[src/rtl/snn_image_loader_if.sv]
// Handshake and bus bundle between the image loader and its neighbours:
// UART receiver/transmitter, the shared input-unit RAM and the SNN core.
interface snn_image_loader_if;
  // UART receive side
  logic       rx_rdy;
  logic [7:0] rx_data;
  logic       clr_rx_rdy;
  // Input-unit RAM port (owned by the loader)
  logic [9:0] ram_addr;
  logic       ram_d;
  logic       ram_we;
  // SNN core side
  logic [9:0] core_addr;
  logic       start;
  logic       done;
  logic [3:0] digit;
  // UART transmit side
  logic       tx_start;
  logic [7:0] tx_data;
  logic       tx_done;
  // Status
  logic [3:0] result;
  logic       busy;

  // Loader side: drives the acknowledges, RAM port, start and transmit.
  modport master (
    input  rx_rdy, rx_data, core_addr, done, digit, tx_done,
    output clr_rx_rdy, ram_addr, ram_d, ram_we, start, tx_start, tx_data, result, busy
  );

  // Environment side: receiver, RAM, core and transmitter.
  modport slave (
    output rx_rdy, rx_data, core_addr, done, digit, tx_done,
    input  clr_rx_rdy, ram_addr, ram_d, ram_we, start, tx_start, tx_data, result, busy
  );
endinterface

[src/rtl/snn_image_loader.sv]
// Image loader front end for the SNN core.
// Receives NUM_BYTES bytes, unpacks each LSB first into eight single-bit
// writes of the input-unit RAM, launches the core, waits for its result and
// sends the digit back as one ASCII byte. While the core runs, the RAM
// address is handed over to the core's read address.
module snn_image_loader #(
  parameter int unsigned NUM_BYTES  = 98,
  parameter logic [7:0]  ASCII_BASE = 8'h30
) (
  input  logic               clk,
  input  logic               rst_n,
  snn_image_loader_if.master bus
);

  localparam logic [9:0] LP_NUM_PIXELS = 10'(NUM_BYTES * 8);

  typedef enum logic [2:0] {
    S_LOAD      = 3'd0,
    S_UNPACK    = 3'd1,
    S_START     = 3'd2,
    S_WAIT_CORE = 3'd3,
    S_SEND      = 3'd4,
    S_WAIT_TX   = 3'd5
  } state_t;

  state_t     r_state;
  logic [9:0] r_wr_addr;
  logic [2:0] r_bit_cnt;
  logic [7:0] r_shift;
  logic [3:0] r_result;

  logic [9:0] w_wr_addr_inc;
  logic       w_in_load;
  logic       w_in_unpack;

  assign w_wr_addr_inc = r_wr_addr + 10'd1;
  assign w_in_load     = (r_state == S_LOAD);
  assign w_in_unpack   = (r_state == S_UNPACK);

  // Sequencer: byte intake, bit unpacking, core launch and result return.
  always_ff @(posedge clk or negedge rst_n) begin
    if (!rst_n) begin
      r_state   <= S_LOAD;
      r_wr_addr <= 10'd0;
      r_bit_cnt <= 3'd0;
      r_shift   <= 8'd0;
      r_result  <= 4'd0;
    end else begin
      case (r_state)
        S_LOAD: begin
          if (bus.rx_rdy) begin
            r_shift <= bus.rx_data;
            r_state <= S_UNPACK;
          end else begin
            r_state <= S_LOAD;
          end
        end
        S_UNPACK: begin
          r_shift   <= {1'b0, r_shift[7:1]};
          r_wr_addr <= w_wr_addr_inc;
          r_bit_cnt <= r_bit_cnt + 3'd1;
          if (r_bit_cnt == 3'd7) begin
            // Last pixel of the image just written: hand over to the core.
            if (w_wr_addr_inc == LP_NUM_PIXELS) begin
              r_state <= S_START;
            end else begin
              r_state <= S_LOAD;
            end
          end else begin
            r_state <= S_UNPACK;
          end
        end
        S_START: begin
          r_wr_addr <= 10'd0;
          r_state   <= S_WAIT_CORE;
        end
        S_WAIT_CORE: begin
          if (bus.done) begin
            r_result <= bus.digit;
            r_state  <= S_SEND;
          end else begin
            r_state <= S_WAIT_CORE;
          end
        end
        S_SEND: begin
          r_state <= S_WAIT_TX;
        end
        S_WAIT_TX: begin
          if (bus.tx_done) begin
            r_state <= S_LOAD;
          end else begin
            r_state <= S_WAIT_TX;
          end
        end
        default: begin
          r_state <= S_LOAD;
        end
      endcase
    end
  end

  // Output decode from registered state; the byte acknowledge follows
  // rx_rdy within the accept cycle so the receiver clears on that edge.
  always_comb begin
    bus.clr_rx_rdy = 1'b0;
    bus.ram_we     = 1'b0;
    bus.ram_d      = 1'b0;
    bus.ram_addr   = bus.core_addr;
    bus.start      = 1'b0;
    bus.tx_start   = 1'b0;
    if (w_in_load) begin
      bus.clr_rx_rdy = bus.rx_rdy;
      bus.ram_addr   = r_wr_addr;
    end else if (w_in_unpack) begin
      bus.ram_we   = 1'b1;
      bus.ram_d    = r_shift[0];
      bus.ram_addr = r_wr_addr;
    end else begin
      bus.start    = (r_state == S_START);
      bus.tx_start = (r_state == S_SEND);
    end
  end

  assign bus.result  = r_result;
  assign bus.tx_data = ASCII_BASE + {4'd0, r_result};
  assign bus.busy    = (!w_in_load) || (r_wr_addr != 10'd0);

endmodule

[src/flat_wrapper.sv]
// flat-port wrapper written by rule: the top's interface ports become plain ports
module snn_image_loader_flat 
#(
  parameter int unsigned NUM_BYTES  = 98,
  parameter logic [7:0]  ASCII_BASE = 8'h30
)
  (clk, rst_n, bus_rx_rdy, bus_rx_data, bus_core_addr, bus_done, bus_digit, bus_tx_done, bus_clr_rx_rdy, bus_ram_addr, bus_ram_d, bus_ram_we, bus_start, bus_tx_start, bus_tx_data, bus_result, bus_busy);
  snn_image_loader_if bus_i ();
  input  logic clk;
  input  logic rst_n;
  input wire logic [$bits(bus_i.rx_rdy)-1:0] bus_rx_rdy;
  input wire logic [$bits(bus_i.rx_data)-1:0] bus_rx_data;
  input wire logic [$bits(bus_i.core_addr)-1:0] bus_core_addr;
  input wire logic [$bits(bus_i.done)-1:0] bus_done;
  input wire logic [$bits(bus_i.digit)-1:0] bus_digit;
  input wire logic [$bits(bus_i.tx_done)-1:0] bus_tx_done;
  output wire logic [$bits(bus_i.clr_rx_rdy)-1:0] bus_clr_rx_rdy;
  output wire logic [$bits(bus_i.ram_addr)-1:0] bus_ram_addr;
  output wire logic [$bits(bus_i.ram_d)-1:0] bus_ram_d;
  output wire logic [$bits(bus_i.ram_we)-1:0] bus_ram_we;
  output wire logic [$bits(bus_i.start)-1:0] bus_start;
  output wire logic [$bits(bus_i.tx_start)-1:0] bus_tx_start;
  output wire logic [$bits(bus_i.tx_data)-1:0] bus_tx_data;
  output wire logic [$bits(bus_i.result)-1:0] bus_result;
  output wire logic [$bits(bus_i.busy)-1:0] bus_busy;
  assign bus_i.rx_rdy = bus_rx_rdy;
  assign bus_i.rx_data = bus_rx_data;
  assign bus_i.core_addr = bus_core_addr;
  assign bus_i.done = bus_done;
  assign bus_i.digit = bus_digit;
  assign bus_i.tx_done = bus_tx_done;
  assign bus_clr_rx_rdy = bus_i.clr_rx_rdy;
  assign bus_ram_addr = bus_i.ram_addr;
  assign bus_ram_d = bus_i.ram_d;
  assign bus_ram_we = bus_i.ram_we;
  assign bus_start = bus_i.start;
  assign bus_tx_start = bus_i.tx_start;
  assign bus_tx_data = bus_i.tx_data;
  assign bus_result = bus_i.result;
  assign bus_busy = bus_i.busy;
  snn_image_loader #(.NUM_BYTES(NUM_BYTES), .ASCII_BASE(ASCII_BASE)) u_core (.clk(clk), .rst_n(rst_n), .bus(bus_i));
endmodule
[config.mk]
export PLATFORM = sky130hd
export DESIGN_NAME = snn_image_loader_flat
export DESIGN_NICKNAME = d
export VERILOG_FILES = /design/src/rtl/snn_image_loader_if.sv /design/src/rtl/snn_image_loader.sv /design/src/flat_wrapper.sv
export SDC_FILE = /design/constraint.sdc
export NUM_CORES = 1
export LEC_CHECK = 0
export ABC_AREA = 0
export BUFFER_PORTS_ARGS = -buffer_cell sky130_fd_sc_hd__buf_4
export CAP_MARGIN = 20
export CORE_AREA = 5 5 61 104
export DETAILED_ROUTE_END_ITERATION = 12
export DIE_AREA = 0 0 66 109
export SETUP_SLACK_MARGIN = 0.2
export SKIP_CTS_REPAIR_TIMING = 1
export SYNTH_ARGS = -nofsm -noshare
export SYNTH_HDL_FRONTEND = slang
export SYNTH_SLANG_ARGS = --single-unit
[constraint.sdc]
create_clock -name clk -period 1.5 [get_ports clk]
set_input_delay 0.3 -clock clk [delete_from_list [all_inputs] [get_ports clk]]
set_output_delay 0.3 -clock clk [all_outputs]
set_load 0.1 [all_outputs]
==> impl_metrics.toml <==
[outcome]
status = "complete, but fails checks"
violations = "negative setup slack"

[timing]
drv_slew = 0
period_minus_slack_ns = 1.811
layout_worst_path_cycle_share = 1.207
fin_skew_ns = 0.004368
fin_ws_ns = -0.3107
setup_violations = 30
timing.fmax_mhz = 552.3
hold_violations = 0
rsz0062_at_grt = "true"

[setup_path]
crit_top_cell = "buf_4"
start_kind = "flop"
worstReg2RegEnd = "u_core.r_state[1]$_DFF_PN0_"
crit_chain = "buf_4 > buf_4 > nor2b_4 > and2_4 > buf_12"
path_max_fanout = 5
reg2regPathDepth = 8
cp_slowest_cell = "dfrtp_2"
critical_path_required_ns = 1.20
crit_arrival_ns = 1.51
cp-end-kind = "output port"
rrSetupSlack_ns = -0.10
path_class = "reg2out"
cp_slowest_stage_delay_ns = 0.46
timing.rr.start = "u_core.r_state[2]$_DFF_PN0_"

[route]
vias = 1876
dr.pass1.iters = 5
wl_per_cell_um = 14.55
drt-total-wl_um = 5487
vias_per_cell = 4.976
drc = 0
drt_iter0_drc = 71
drtAntennaViolNets = 0

[worst_hold_path]
holdCritPathClass = "in2reg"
whs_path_depth = 2
holdPathEnd = "u_core.bus.result[2]$_DFFE_PN0P_"
min_from = "bus_digit[2]"

[pwr]
peakVddDrop_mv = 0.8500
cellLeakagePower_uw = 0.001399
pwr_density_cell_nw_per_um2 = 1572

[logic_synthesis]
avgSynthCellArea_sq_um = 8.282
synthArstFlopShare = 1.000
yosys-top-cells-area = "dfrtp_1 (39%), nand2_1 (9.8%), o21ai_0 (6.9%)"
synth_cell_types = 40
synth_cells = 218
synth_top_area_share = 0.3881
synth_area_sq_um = 1805
synth_ff_type = "dfrtp_1"
synth_edf_count = 0
yosysTopAreaCell = "dfrtp_1"
synth_most_common_cell = "nand2_1"
ys_seq_elements = 28
yosysSeqAreaShare = 0.3881
yosys_warnings = 0
yosys-top-cells-count = "nand2_1 (47), dfrtp_1 (28), o21ai_0 (25)"

[cts]
cts_tree = "done"
cts_buffers = 3
clock_sinks = 28
clockBufferDepth = 2
htree_levels = 1
clkTransAtPathRegs_ns = 0.10
clockRootBuffer = "clkbuf_8"
clock_latency_ns = 0.28

[floorplan]
initial_core_util = 0.3313
dieArea_sq_um = 7194
ios = 55
die_x_um = 66
row_count = 36
die_y_um = 109
coreArea_sq_um = 5450

[layout]
multi_input_comb_area_sq_um = 1212
final_util = 0.5760
layout-drive-gt1-share = 0.5382
area_growth_pct = 73.87
fin_nets = 334
register_area_sq_um = 729.5
final_cell_area_sq_um = 3139
n_fill_cell = 472
n_antenna_cell = 0

[place]
hpwlAfterDp_um = 4076
place_area_sq_um = 2705
place_ws_ns = -0.1905
port_buffers = 50
gp_congestion = 0.8300

[grt]
grt_first_pass_wirelength_um = 8728
grt_pass1_vias = 1887
grt_max_degree = 29
grt-ovfl-total = 0
grt_use_total = 0.1543
grt_antenna_before_repair = 0

[run]
maxCapViolCount = 0
==> per-stage QoR <==
stage	total power (uW)	TNS (ns)	hold slack, ns	std cells
2_1_floorplan	3228	-2.866	0.004409	220
3_3_place_gp	4027	-2.201	0.2499	365
3_5_place_dp	4058	-2.484	0.2496	365
4_1_cts	4555	-8.117	-0.06302	369
5_1_grt	5257	-7.478	0.2374	377
6_report	4936	-5.168	0.2493	377
==> kinds of logic after synthesis <==
| family | share of synthesized area |
|---|---|
| AO/OA/AOI/OAI | 0.1441 |
| XOR/XNOR | 0.01941 |
| adder cells (fa/ha/maj) | 0.03465 |
| buffers and inverters | 0.09217 |
| flip-flops | 0.3881 |
| multiplexers | 0.07484 |
| other | 0.004160 |
| AND/OR/NAND/NOR | 0.2426 |
==> where the power goes <==
group	internal [uW]	leakage, uW	switching (uW)
Clock	235	0.0000288	247
Sequential	987	0.000345	239
Combinational	1350	0.00103	1880
==> how the worst max path moves through the flow <==
stage,start,to,slack [ns]
2_1_floorplan,u_core.r_state[1]$_DFF_PN0_,bus_busy,-0.57
3_3_place_gp,u_core.r_wr_addr[2]$_DFFE_PN0P_,u_core.r_wr_addr[9]$_DFFE_PN0P_,-0.20
3_5_place_dp,u_core.r_wr_addr[2]$_DFFE_PN0P_,u_core.r_wr_addr[9]$_DFFE_PN0P_,-0.19
4_1_cts,u_core.r_state[2]$_DFF_PN0_,bus_ram_addr[5],-0.45
5_1_grt,u_core.r_state[1]$_DFF_PN0_,bus_busy,-0.37
6_report,u_core.r_state[2]$_DFF_PN0_,bus_start,-0.31
==> placed cells by master (no fill, tap or decap), types with 5 or more instances in the layout <==
master / Yosys / final
nand2_1: 47 / 35
o21ai_1: 0 / 5
buf_8: 0 / 7
buf_12: 0 / 16
mux2i_1: 9 / 9
nand2_8: 0 / 6
o21ai_0: 25 / 16
nor2_1: 8 / 5
nor3_1: 6 / 5
buf_4: 10 / 74
nand2_2: 0 / 5
a21oi_1: 10 / 10
dfrtp_2: 0 / 11
dfrtp_1: 28 / 13
==> critical path: cells and delay by family (launching register included) <==
family | cells | cell delay (ns)
simple gates | 2 | 0.30
flops | 1 | 0.46
buf+inv | 3 | 0.47
==> flip-flops by register name (all words and copies together) (netlist names) <==
register / flops
u_core.r_state: 3
u_core.r_wr_addr: 10
u_core.bus.result: 4
u_core.r_bit_cnt: 3
u_core.r_shift: 8
==> layout make-up <==
class                   instances  share of cell area
clock buffers                   4             0.01754
repair buffers                101              0.3264
inverters                       6            0.007174
multi-input cells             162              0.3862
flip-flops and latches         28              0.2324
well taps                      76             0.03029
==> routing by layer <==
metal,track usage,up-vias,part of all wire
met5,0,-,0
met4,0.06250,0,0.029
met3,0.02680,10,0.051
met2,0.2836,55,0.57
met1,0.1714,907,0.35
li1,-,904,-
(Power assumes the default switching activity.)
